[config.mk]
export PLATFORM = sky130hd
export DESIGN_NAME = reset_sequencer_flat
export DESIGN_NICKNAME = d
export VERILOG_FILES = /design/src/rtl/reset_sequencer_if.sv /design/src/rtl/reset_sequencer.sv /design/src/flat_wrapper.sv
export SDC_FILE = /design/constraint.sdc
export NUM_CORES = 1
export LEC_CHECK = 0
export ABC_AREA = 1
export BUFFER_PORTS_ARGS = -buffer_cell sky130_fd_sc_hd__clkbuf_2
export CORE_MARGIN = 4
export CORE_UTILIZATION = 40
export CTS_CLUSTER_DIAMETER = 80
export DETAILED_ROUTE_END_ITERATION = 16
export HOLD_SLACK_MARGIN = 0.03
export PLACE_DENSITY_LB_ADDON = 0.05
export SLEW_MARGIN = 30
export SYNTH_ARGS = -nofsm -noshare
export SYNTH_HDL_FRONTEND = slang
export SYNTH_SLANG_ARGS = --single-unit
[constraint.sdc]
create_clock -name clock_i -period 2.89 [get_ports clock_i]
set_input_delay 0.289 -clock clock_i [delete_from_list [all_inputs] [get_ports clock_i]]
set_output_delay 0.289 -clock clock_i [all_outputs]
set_load 0.01 [all_outputs]
[src/rtl/reset_sequencer_if.sv]
// Request/status bundle between a reset requester and the reset_sequencer.
// The requester drives req/hold/stagger; the sequencer returns the per-channel reset state.
interface reset_sequencer_if #(
    parameter int unsigned CHANNELS  = 2,
    parameter int unsigned HOLD_W    = 32,
    parameter int unsigned STAGGER_W = 16
);
    logic [CHANNELS-1:0]  req;
    logic [HOLD_W-1:0]    hold_cycles;
    logic [STAGGER_W-1:0] stagger_cycles;
    logic [CHANNELS-1:0]  rst_n_out;
    logic [CHANNELS-1:0]  active_mask;
    logic                 busy;
    logic                 done;

    modport master (
        output req,
        output hold_cycles,
        output stagger_cycles,
        input  rst_n_out,
        input  active_mask,
        input  busy,
        input  done
    );

    modport slave (
        input  req,
        input  hold_cycles,
        input  stagger_cycles,
        output rst_n_out,
        output active_mask,
        output busy,
        output done
    );
endinterface

[src/rtl/reset_sequencer.sv]
// N-channel active-low reset pulse generator: hold all requested channels, then release them in index order.
// Optional feature macro: RESET_SEQ_STATUS_LED_EN adds status_led_o driven by a free-running blink counter.
module reset_sequencer #(
    parameter int unsigned CHANNELS      = 2,
    parameter int unsigned HOLD_W        = 32,
    parameter int unsigned STAGGER_W     = 16,
    parameter int unsigned LED_BLINK_BIT = 22
) (
    input  logic             clock_i,
    input  logic             nreset_i,
    reset_sequencer_if.slave bus
`ifdef RESET_SEQ_STATUS_LED_EN
    ,
    output logic             status_led_o
`endif
);

    localparam int unsigned CNT_W = (HOLD_W > STAGGER_W) ? HOLD_W : STAGGER_W;

    typedef enum logic [1:0] {
        ST_IDLE    = 2'd0,
        ST_HOLD    = 2'd1,
        ST_STAGGER = 2'd2
    } state_t;

    state_t              state_q;
    logic [CNT_W-1:0]    cnt_q;
    logic [CHANNELS-1:0] mask_q;
    logic [CHANNELS-1:0] rst_n_q;
    logic                busy_q;
    logic                done_q;

    logic [CHANNELS-1:0] lower_set;
    logic [CHANNELS-1:0] first_bit;
    logic [CHANNELS-1:0] mask_after;
    logic [CHANNELS-1:0] mask_req;
    logic [CNT_W-1:0]    hold_load;
    logic [CNT_W-1:0]    stagger_load;
    logic                any_req;

    genvar gi;

    if (CHANNELS < 1 || CHANNELS > 8) begin : g_bad_channels
        $error("reset_sequencer: CHANNELS must be 1..8");
    end
    if (LED_BLINK_BIT > 63) begin : g_bad_blink
        $error("reset_sequencer: LED_BLINK_BIT must be below 64");
    end

    // Lowest-index pending channel: a bit is first when no lower bit is still pending.
    for (gi = 0; gi < CHANNELS; gi++) begin : g_prio
        if (gi == 0) begin : g_lsb
            assign lower_set[gi] = 1'b0;
        end else begin : g_upper
            assign lower_set[gi] = |mask_q[gi-1:0];
        end
        assign first_bit[gi] = mask_q[gi] & ~lower_set[gi];
    end

    assign any_req      = |bus.req;
    assign mask_req     = mask_q | bus.req;
    assign mask_after   = (bus.stagger_cycles == '0) ? '0 : (mask_q & ~first_bit);
    assign hold_load    = (bus.hold_cycles == '0) ? '0
                        : (CNT_W'(bus.hold_cycles) - CNT_W'(1));
    assign stagger_load = CNT_W'(bus.stagger_cycles) - CNT_W'(1);

    // The release step is taken on the edge that ends a HOLD/STAGGER count, so a channel
    // rises exactly hold (or stagger) cycles after its count was loaded.
    always_ff @(posedge clock_i or negedge nreset_i) begin
        if (!nreset_i) begin
            state_q <= ST_IDLE;
            cnt_q   <= '0;
            mask_q  <= '0;
            rst_n_q <= '1;
            busy_q  <= 1'b0;
            done_q  <= 1'b0;
        end else begin
            done_q <= 1'b0;
            if (any_req) begin
                // New or repeated request always wins over a pending release.
                state_q <= ST_HOLD;
                cnt_q   <= hold_load;
                mask_q  <= mask_req;
                rst_n_q <= ~mask_req;
                busy_q  <= 1'b1;
            end else begin
                case (state_q)
                    ST_IDLE: begin
                        cnt_q  <= '0;
                        busy_q <= 1'b0;
                    end
                    ST_HOLD, ST_STAGGER: begin
                        if (cnt_q == '0) begin
                            mask_q  <= mask_after;
                            rst_n_q <= ~mask_after;
                            if (mask_after == '0) begin
                                state_q <= ST_IDLE;
                                cnt_q   <= '0;
                                busy_q  <= 1'b0;
                                done_q  <= 1'b1;
                            end else begin
                                state_q <= ST_STAGGER;
                                cnt_q   <= stagger_load;
                                busy_q  <= 1'b1;
                            end
                        end else begin
                            cnt_q <= cnt_q - CNT_W'(1);
                        end
                    end
                    default: begin
                        state_q <= ST_IDLE;
                        cnt_q   <= '0;
                        mask_q  <= '0;
                        rst_n_q <= '1;
                        busy_q  <= 1'b0;
                    end
                endcase
            end
        end
    end

    assign bus.rst_n_out   = rst_n_q;
    assign bus.active_mask = mask_q;
    assign bus.busy        = busy_q;
    assign bus.done        = done_q;

`ifdef RESET_SEQ_STATUS_LED_EN
    localparam int unsigned BLINK_W = LED_BLINK_BIT + 1;

    logic [BLINK_W-1:0] blink_q;
    logic               led_q;

    always_ff @(posedge clock_i or negedge nreset_i) begin
        if (!nreset_i) begin
            blink_q <= '0;
            led_q   <= 1'b0;
        end else begin
            blink_q <= blink_q + BLINK_W'(1);
            led_q   <= busy_q & blink_q[LED_BLINK_BIT];
        end
    end

    assign status_led_o = led_q;
`endif

endmodule

[src/flat_wrapper.sv]
// flat-port wrapper written by rule: the top's interface ports become plain ports
module reset_sequencer_flat 
#(
    parameter int unsigned CHANNELS      = 2,
    parameter int unsigned HOLD_W        = 32,
    parameter int unsigned STAGGER_W     = 16,
    parameter int unsigned LED_BLINK_BIT = 22
)
  (clock_i, nreset_i, bus_req, bus_hold_cycles, bus_stagger_cycles, bus_rst_n_out, bus_active_mask, bus_busy, bus_done);
  reset_sequencer_if #(.CHANNELS(CHANNELS), .HOLD_W(HOLD_W), .STAGGER_W(STAGGER_W)) bus_i ();
  input  logic clock_i;
  input  logic nreset_i;
  input wire logic [$bits(bus_i.req)-1:0] bus_req;
  input wire logic [$bits(bus_i.hold_cycles)-1:0] bus_hold_cycles;
  input wire logic [$bits(bus_i.stagger_cycles)-1:0] bus_stagger_cycles;
  output wire logic [$bits(bus_i.rst_n_out)-1:0] bus_rst_n_out;
  output wire logic [$bits(bus_i.active_mask)-1:0] bus_active_mask;
  output wire logic [$bits(bus_i.busy)-1:0] bus_busy;
  output wire logic [$bits(bus_i.done)-1:0] bus_done;
  assign bus_i.req = bus_req;
  assign bus_i.hold_cycles = bus_hold_cycles;
  assign bus_i.stagger_cycles = bus_stagger_cycles;
  assign bus_rst_n_out = bus_i.rst_n_out;
  assign bus_active_mask = bus_i.active_mask;
  assign bus_busy = bus_i.busy;
  assign bus_done = bus_i.done;
  reset_sequencer #(.CHANNELS(CHANNELS), .HOLD_W(HOLD_W), .STAGGER_W(STAGGER_W), .LED_BLINK_BIT(LED_BLINK_BIT)) u_core (.clock_i(clock_i), .nreset_i(nreset_i), .bus(bus_i));
endmodule
## Word level (Yosys, flattened, before mapping)

Cells that the tools add are included.

- Register bits after elaboration: 40
- Input bits: 52
- Word-level logic and storage cells: 52

- Bitwise logic cells: 7
- $add $sub $neg: 3
- Multiplexer cells: 24
- Equality and inequality tests: 4
- Reductions and logical operators: 8

Operators with widths:

| kind | count |
|---|---|
| 32-bit two-way mux | 5 |
| 32-bit logical NOT | 2 |
| 32-bit by 1-bit subtractor with 32-bit output, second input constant | 2 |
| 16-bit by 1-bit subtractor with 17-bit output, second input constant | 1 |
| 16-bit logical NOT | 1 |
| 2-bit two-way mux | 8 |
| 2-bit one-hot mux with 2 select lines | 3 |
| 1-bit two-way mux | 8 |
| 2-bit NOT | 3 |
| 2-bit logical NOT | 2 |
| 2-bit OR reduction | 2 |
| 3-bit by 1-bit inequality test with 1-bit output, second input constant | 1 |
| 2-bit AND | 1 |
| 2-bit by 1-bit == test with 1-bit output, second input constant | 1 |
| 2-bit == test, second input constant | 1 |
| 2-bit by 1-bit inequality test with 1-bit output, second input constant | 1 |
| 2-bit bitwise OR | 1 |
| 2-bit AND reduction | 1 |
| 1-bit AND | 1 |
| 1-bit NOT | 1 |

## Longest topological paths before layout

Gate-level depths: netlist of run 1.

- Depth in word-level cells: 10
- Depth in mapped cells: 13
- Depth with buffers taken out: 12

## Worst setup path before layout of run 1

No wires, ideal clock.

- Path kind: register to register
- From: register u_core.cnt_q[0]
- To: register u_core.cnt_q[0]
- Setup slack: 1357 ps
- Stages on the path, launching flop included: 13
- Data arrival time: 1409 ps
- Path buffers: 1
- Period minus slack after synthesis: 1533 ps
- Cell sequence: dfrtp_1 > inv_1 > ha_1 > inv_1 > nor2_1 > nand2_1 > nor2_1 > nand2_2 > nor2_2 > nor2_2 > buf_4 > nand2_1 > nand3_1

- Word-level cells in the longest chain between the ends: 4
- Elaborated cells between the ends (all ways): 5
- Classes of those cells: add/sub (1); mux (3); reduce/logical (1)

RTL lines:

| item | line | source |
|---|---|---|
| from (decl) | reset_sequencer.sv:27 | `logic [CNT_W-1:0] cnt_q;` |
| from (signal assigned) | reset_sequencer.sv:82 | `cnt_q <= hold_load;` |
| from (signal assigned) | reset_sequencer.sv:103 | `cnt_q <= stagger_load;` |
| from (signal assigned) | reset_sequencer.sv:107 | `cnt_q <= cnt_q - CNT_W'(1);` |
| 32-bit by 1-bit subtractor with 32-bit output / 32-bit logical NOT (equally long branches) | reset_sequencer.sv:107, reset_sequencer.sv:93 |  |
| 32-bit two-way mux * | reset_sequencer.sv:93 | `if (cnt_q == '0) begin` |
| 32-bit two-way mux * | reset_sequencer.sv:87 | `case (state_q)` |
| 32-bit two-way mux * | reset_sequencer.sv:79 | `if (any_req) begin` |

Every way passes the cells marked *; elsewhere a longest branch is shown, timed or not.
A chain may end at the register's enable or synchronous reset.

## Worst setup path after layout of run 1

Ends and elaborated chain as after synthesis.

==> impl_metrics.toml, run 1 <==
[run_status]
status = "complete, no violations"

[cts]
cts_sinks = 40
clk_pin_slew_ns = 0.09
ctsHoldBuffers = 1
clock_tree.buffer_depth = 2
cts_buffers = 5
ctsHtreeMaxLevel = 2
clock_latency_ns = 0.30
cts_post_setup_buffers_inserted = 0
cts_root_buf = "clkbuf_8"
cts_resized = 0
cts_tree = "built"

[yosys]
synth.area.top_cells = "dfrtp_1 23%, nand2_1 20%, nor2_1 12%"
avgSynthCellArea_um2 = 5.986
syn_nets = 753
yosysSeqAreaShare_pct = 24.12
synth_seq_cells = 40
synth.distinct_cells = 31
syn_area_um2 = 4160
yosysWarnings = 0
yosys.area.top_type_share_pct = 22.86
synthCells = 695
yosys.area.top_type = "dfrtp_1"

[timing]
finalCritPeriodShare_pct = 65.39
rsz0062_at_grt = "no"
fin_tns_setup_ns = 0
fmax_mhz = 529.2
slew_headroom_pct = 42.35
tightest_slew_ns = 0.8615
period_needed_ns = 1.890
skew_ns = 0.008635
report.final.slew_viol_count = 0
finalHoldViolCount = 0
setup_viol = 0

[routing]
via_per_inst = 4.904
ant_nets = 0
dr.first_iter.drc_count = 247
drc = 0
drt_wl_total_mm = 12.67
detail_route.first_pass.iterations = 5
num_vias = 4365
avgRoutedWirePerCell_um = 14.23

[cells_and_area]
synthToLayoutAreaGrowth_pct = 13.47
postLayoutCoreUtil_pct = 47.42
diodes = 0
layout_common_cells = "219 x nand2_1, 128 x nor2_1, 90 x nand3_1"
final_common_cell = "nand2_1"
nNetsFinal = 814
drive_gt1_share_pct = 16.91

[setup_path]
crit_path_cell_trace = "inv_1 -> ha_1 -> inv_1 -> nor2_1 -> nand2_1 -> nor2_1 -> nand2_2 -> nor3_4 -> nand3_1 -> nand3_1"
crit_fanout = 13
crit_path_end_kind = "flop"
cp-start-kind = "flop"
cp.required_ns = 3.13
worstPathArrival_ns = 2.13
cpMaxStageDelayCell = "nor3_4"
critPathMaxStageDelay_ns = 0.43
critPathKind = "flop to flop"

[floorplanning]
die_area_um2 = 12100
start_util_pct = 41.79
die_y_um = 110.0
ios = 58
placeableCoreArea_um2 = 9955
die_width_um = 110.0
rows = 36

[place]
routabilityCongestion = 0.8871
dpl.hpwl_mm = 10.65
io_buffers = 57

[power_and_ir_drop]
switchingPower_uw = 609.4
clkPwrFrac_pct = 30.7
p_int_uw = 1098
switching_share_pct = 35.69
p_per_area_nw_per_um2 = 361.6
power_frac_comb_pct = 29.5
seq_power_share_pct = 39.8
power.leakage_uw = 0.002303
ir_drop_mv = 0.1730

[global_route]
overflow = 0
antenna_found_initial = 0
grt_pass1_vias = 4171
grt_use_total_pct = 22.19
grt_max_degree = 41
grt_pass1_wl_mm = 20.80

[run]
cap_violations = 0

[worst_hold_path]
hp-class = "input port to flop"
==> metal layers <==
metal / track usage (%) / part of all wire [%]
met5: 0 / 0
met1: 32.92 / 50
met2: 35.18 / 44
met4: 3.473 / 0.57
met3: 2.621 / 5.3
==> worst paths after layout <==
path | cells after the start | to | slack [ns] | from
setup / recovery | 10 | u_core.cnt_q[0] | 1.00 | u_core.cnt_q[0]
min in group asynchronous | 2 | u_core.cnt_q[0] | 0.53 | nreset_i
max in group asynchronous | 2 | u_core.cnt_q[25] | 1.93 | nreset_i
hold / removal | 3 | u_core.state_q[0] | 0.27 | bus_req[0]
hold reg to reg | 2 | u_core.bus.rst_n_out[0] | 0.47 | u_core.bus.rst_n_out[0]
setup reg to reg | 10 | u_core.cnt_q[0] | 1.00 | u_core.cnt_q[0]
==> cells in the mapped netlist <==
cell,instances
inv_1,79
o21ai_0,9
nand2_2,14
dfrtp_1,38
xor2_1,18
xnor2_1,16
inv_4,1
nand3_1,90
nor2_8,1
nor4_1,1
o21bai_1,6
nand2_1,219
inv_2,2
dfstp_2,2
nor2_4,17
or2_2,5
and2_1,2
buf_4,2
nand4_1,7
nor3_4,1
nand3b_1,2
nor3_1,2
a21oi_1,4
o21ai_1,1
nor2_2,14
buf_2,3
o21ai_2,1
nor2_1,128
ha_1,6
buf_6,2
nand2_4,2
==> kinds of logic after synthesis <==
family,Yosys count,share of synthesized area (%)
simple gates,505,55.22
fa+ha+maj,6,1.804
flops,40,24.12
compound gates,21,2.977
xor+xnor,34,7.158
buf+inv,89,8.722
==> area by class of cell <==
type / instances / area, um^2
Multi-Input combinational cell: 566 / 2794
Clock buffer: 7 / 96.34
Timing Repair Buffer: 61 / 320.3
Tap cell: 133 / 166.4
Fill cell: 1079 / 5234
Inverter: 82 / 310.3
Clock inverter: 1 / 30.03
Sequential cell: 40 / 1003
==> sequential cells by signal, summed over array words and instances, names as in the netlist <==
register	cells
u_core.bus.active_mask	2
u_core.bus.done	1
u_core.bus.rst_n_out	2
u_core.cnt_q	32
u_core.bus.busy	1
u_core.state_q	2
==> metrics by stage <==
| stage | total power [uW] | hold WS (ns) | cells | setup WS (ns) | instance area (um^2) |
|---|---|---|---|---|---|
| 2_1_floorplan | 1006 | -0.006591 | 695 | 1.357 | 4160 |
| 3_3_place_gp | 1187 | 0.4513 | 881 | 0.8017 | 4582 |
| 3_5_place_dp | 1191 | 0.3598 | 881 | 0.7477 | 4584 |
| 4_1_cts | 1716 | 0.2750 | 890 | 0.9984 | 4721 |
| 5_1_grt | 1811 | 0.2842 | 890 | 0.8027 | 4721 |
| 6_report | 1707 | 0.2730 | 890 | 1.000 | 4721 |
==> power groups by stage <==
stage / registers, uW / logic (uW) / clock network [uW]
2_1_floorplan: 681 / 325 / 0
3_3_place_gp: 691 / 496 / 0
3_5_place_dp: 690 / 500 / 0
4_1_cts: 680 / 504 / 532
5_1_grt: 687 / 570 / 554
6_report: 680 / 503 / 524
==> critical path, delay by kind of cell, from the launching register on <==
kind	cells	cell delay [ns]
buffers and inverters	2	0.19
adder cells (fa/ha/maj)	1	0.23
flip-flops	1	0.37
AND/OR/NAND/NOR	7	1.03
No activity file was read; power rests on OpenSTA's default activity.
==> run 2, diff against run 1 <==
clock period = 1.7 ns   (was 2.89 ns; I/O delays follow)
==> run 2 against run 1 <==
Effect of this change:
- global-route usage shrank 0.18 points
- combinational power is 93% higher
- register-to-register slack worse by 0.96 ns
- critical path type unchanged
- routed wire length increased by 3.2%
- non-clock buffer count grew 19
- highest routed layer unchanged
- largest power group unchanged
- core utilization increased by 3.6 points
- worst setup slack lost 0.96 ns
- die area did not move
- via count is 2.6% higher
- hold slack lost 0.090 ns
- sequential share of layout area decreased by 1.5 points
- critical endpoint is now u_core.cnt_q[9]
==> impl_metrics.toml, run 2 (same netlist as run 1, synthesis figures left out) <==
[run_status]
status = "complete, no violations"

[setup_path]
worstPathArrival_ns = 1.84
cpMostUsedCell = "nor2_4"
crit_path_end_kind = "flop"
critPathMaxStageDelay_ns = 0.46
crit_path_cell_trace = "nor2_4 -> nand2_2 -> nor2_4 -> nand2_2 -> nor2_4 -> nor2_4 -> clkbuf_16 -> nand2_1 -> nand3_1"
critPathKind = "flop to flop"
crit_fanout = 7
cp.required_ns = 1.88
cp-start-kind = "flop"
cpMaxStageDelayCell = "dfrtp_1"

[power_and_ir_drop]
total_power_uw = 2841
switching_share_pct = 38.52
p_int_uw = 1747
power.leakage_uw = 0.002484
ir_drop_mv = 0.3371
clkPwrFrac_pct = 24.7
power_frac_comb_pct = 34.2
p_per_area_nw_per_um2 = 558.9
seq_power_share_pct = 41.1
switchingPower_uw = 1094

[place]
routabilityCongestion = 0.8816
io_buffers = 57
placed_area_um2 = 4752
dpl.hpwl_mm = 10.61
dp.cells = 897

[cells_and_area]
postLayoutCoreUtil_pct = 51.07
layout_common_cells = "209 x nand2_1, 121 x nor2_1, 79 x nand3_1"
nNetsFinal = 833
final_common_cell = "nand2_1"
synthToLayoutAreaGrowth_pct = 22.20
largest_reg_flops = 32
design_area_um2 = 5084
instances_no_fill = 909
top_register = "u_core.cnt_q"
diodes = 0
drive_gt1_share_pct = 23.32

[timing]
finalHoldViolCount = 0
period_needed_ns = 1.658
rsz0062_at_grt = "yes"
fin_tns_setup_ns = 0
skew_ns = 0.006484
finalCritPeriodShare_pct = 97.54
tightest_slew_ns = 0.5357
slew_headroom_pct = 64.29
report.final.slew_viol_count = 0
fmax_mhz = 603.1
setup_viol = 0

[floorplanning]
die_area_um2 = 12100
ios = 58
die_width_um = 110.0
rows = 36
placeableCoreArea_um2 = 9955
die_y_um = 110.0
start_util_pct = 41.79

[routing]
num_vias = 4478
via_per_inst = 4.926
detail_route.first_pass.iterations = 4
drc = 0
ant_nets = 0
dr.first_iter.drc_count = 238
avgRoutedWirePerCell_um = 14.38
drt_wl_total_mm = 13.07

[global_route]
antenna_found_initial = 0
grt_max_degree = 31
grt_pass1_vias = 4259
overflow = 0
grt_use_total_pct = 22.01
grt_pass1_wl_mm = 20.73

[cts]
clk_pin_slew_ns = 0.09
cts_sinks = 40
clock_latency_ns = 0.30
clock_tree.buffer_depth = 2
cts_tree = "built"
cts_root_buf = "clkbuf_8"
cts_buffers = 5
ctsHtreeMaxLevel = 2

[run]
cap_violations = 0

[worst_hold_path]
hp-class = "input port to flop"
==> run 2: critical path, delay by kind of cell (launching register included) <==
| kind | cells | cell delay [ns] |
|---|---|---|
| buffers and inverters | 1 | 0.17 |
| AND/OR/NAND/NOR | 8 | 0.91 |
| flip-flops | 1 | 0.46 |
==> run 2: what timing repair did <==
action	in CTS	in global routing
hold buffers	1	0
setup endpoints to repair	0	39
endpoints found under the hold margin	16	0
resized for setup	0	45
buffers inserted	0	0
==> run 2: final cells by class <==
type | count | area (um^2)
clock buffers | 6 | 82.58
clock inverters | 2 | 10.01
fillers | 1099 | 4871
inverters | 82 | 310.3
multi-input cells | 566 | 2962
flip-flops and latches | 40 | 1003
well taps | 133 | 166.4
repair buffers | 80 | 549.3
==> run 2: path summary, 6_finish.rpt <==
path,start,to,slack (ns),cells after the start
setup / recovery,u_core.cnt_q[12],u_core.cnt_q[9],0.04,9
max in group asynchronous,nreset_i,u_core.cnt_q[16],0.81,3
setup reg to reg,u_core.cnt_q[12],u_core.cnt_q[9],0.04,9
hold reg to reg,u_core.bus.rst_n_out[1],u_core.bus.rst_n_out[1],0.47,2
min in group asynchronous,nreset_i,u_core.cnt_q[2],0.38,2
hold / removal,bus_stagger_cycles[0],u_core.cnt_q[0],0.18,4
==> run 2: stage by stage <==
step,hold slack (ns),setup slack [ns]
4_1_cts,0.1827,0.02715
5_1_grt,0.2143,-0.05155
3_5_place_dp,0.1813,0.05280
3_3_place_gp,0.1757,0.07583
6_report,0.1832,0.04184
2_1_floorplan,-0.1256,0.1668
==> run 2: layer usage <==
layer	wire length (um)	share of wire, %	track usage, %	vias up
met5	0	0	0	-
met4	87	0.67	3.117	0
met3	547	4.2	2.388	10
met2	6112	47	36.92	108
met1	6319	48	31.18	2047
li1	-	-	-	2313
==> run 2: power by group through the flow <==
| stage | registers, uW | logic [uW] | clock network, uW |
|---|---|---|---|
| floorplan | 1160 | 553 | 0 |
| global placement | 1180 | 888 | 0 |
| detailed placement | 1180 | 894 | 0 |
| CTS | 1160 | 901 | 705 |
| global route | 1180 | 1090 | 752 |
| finish | 1170 | 972 | 701 |
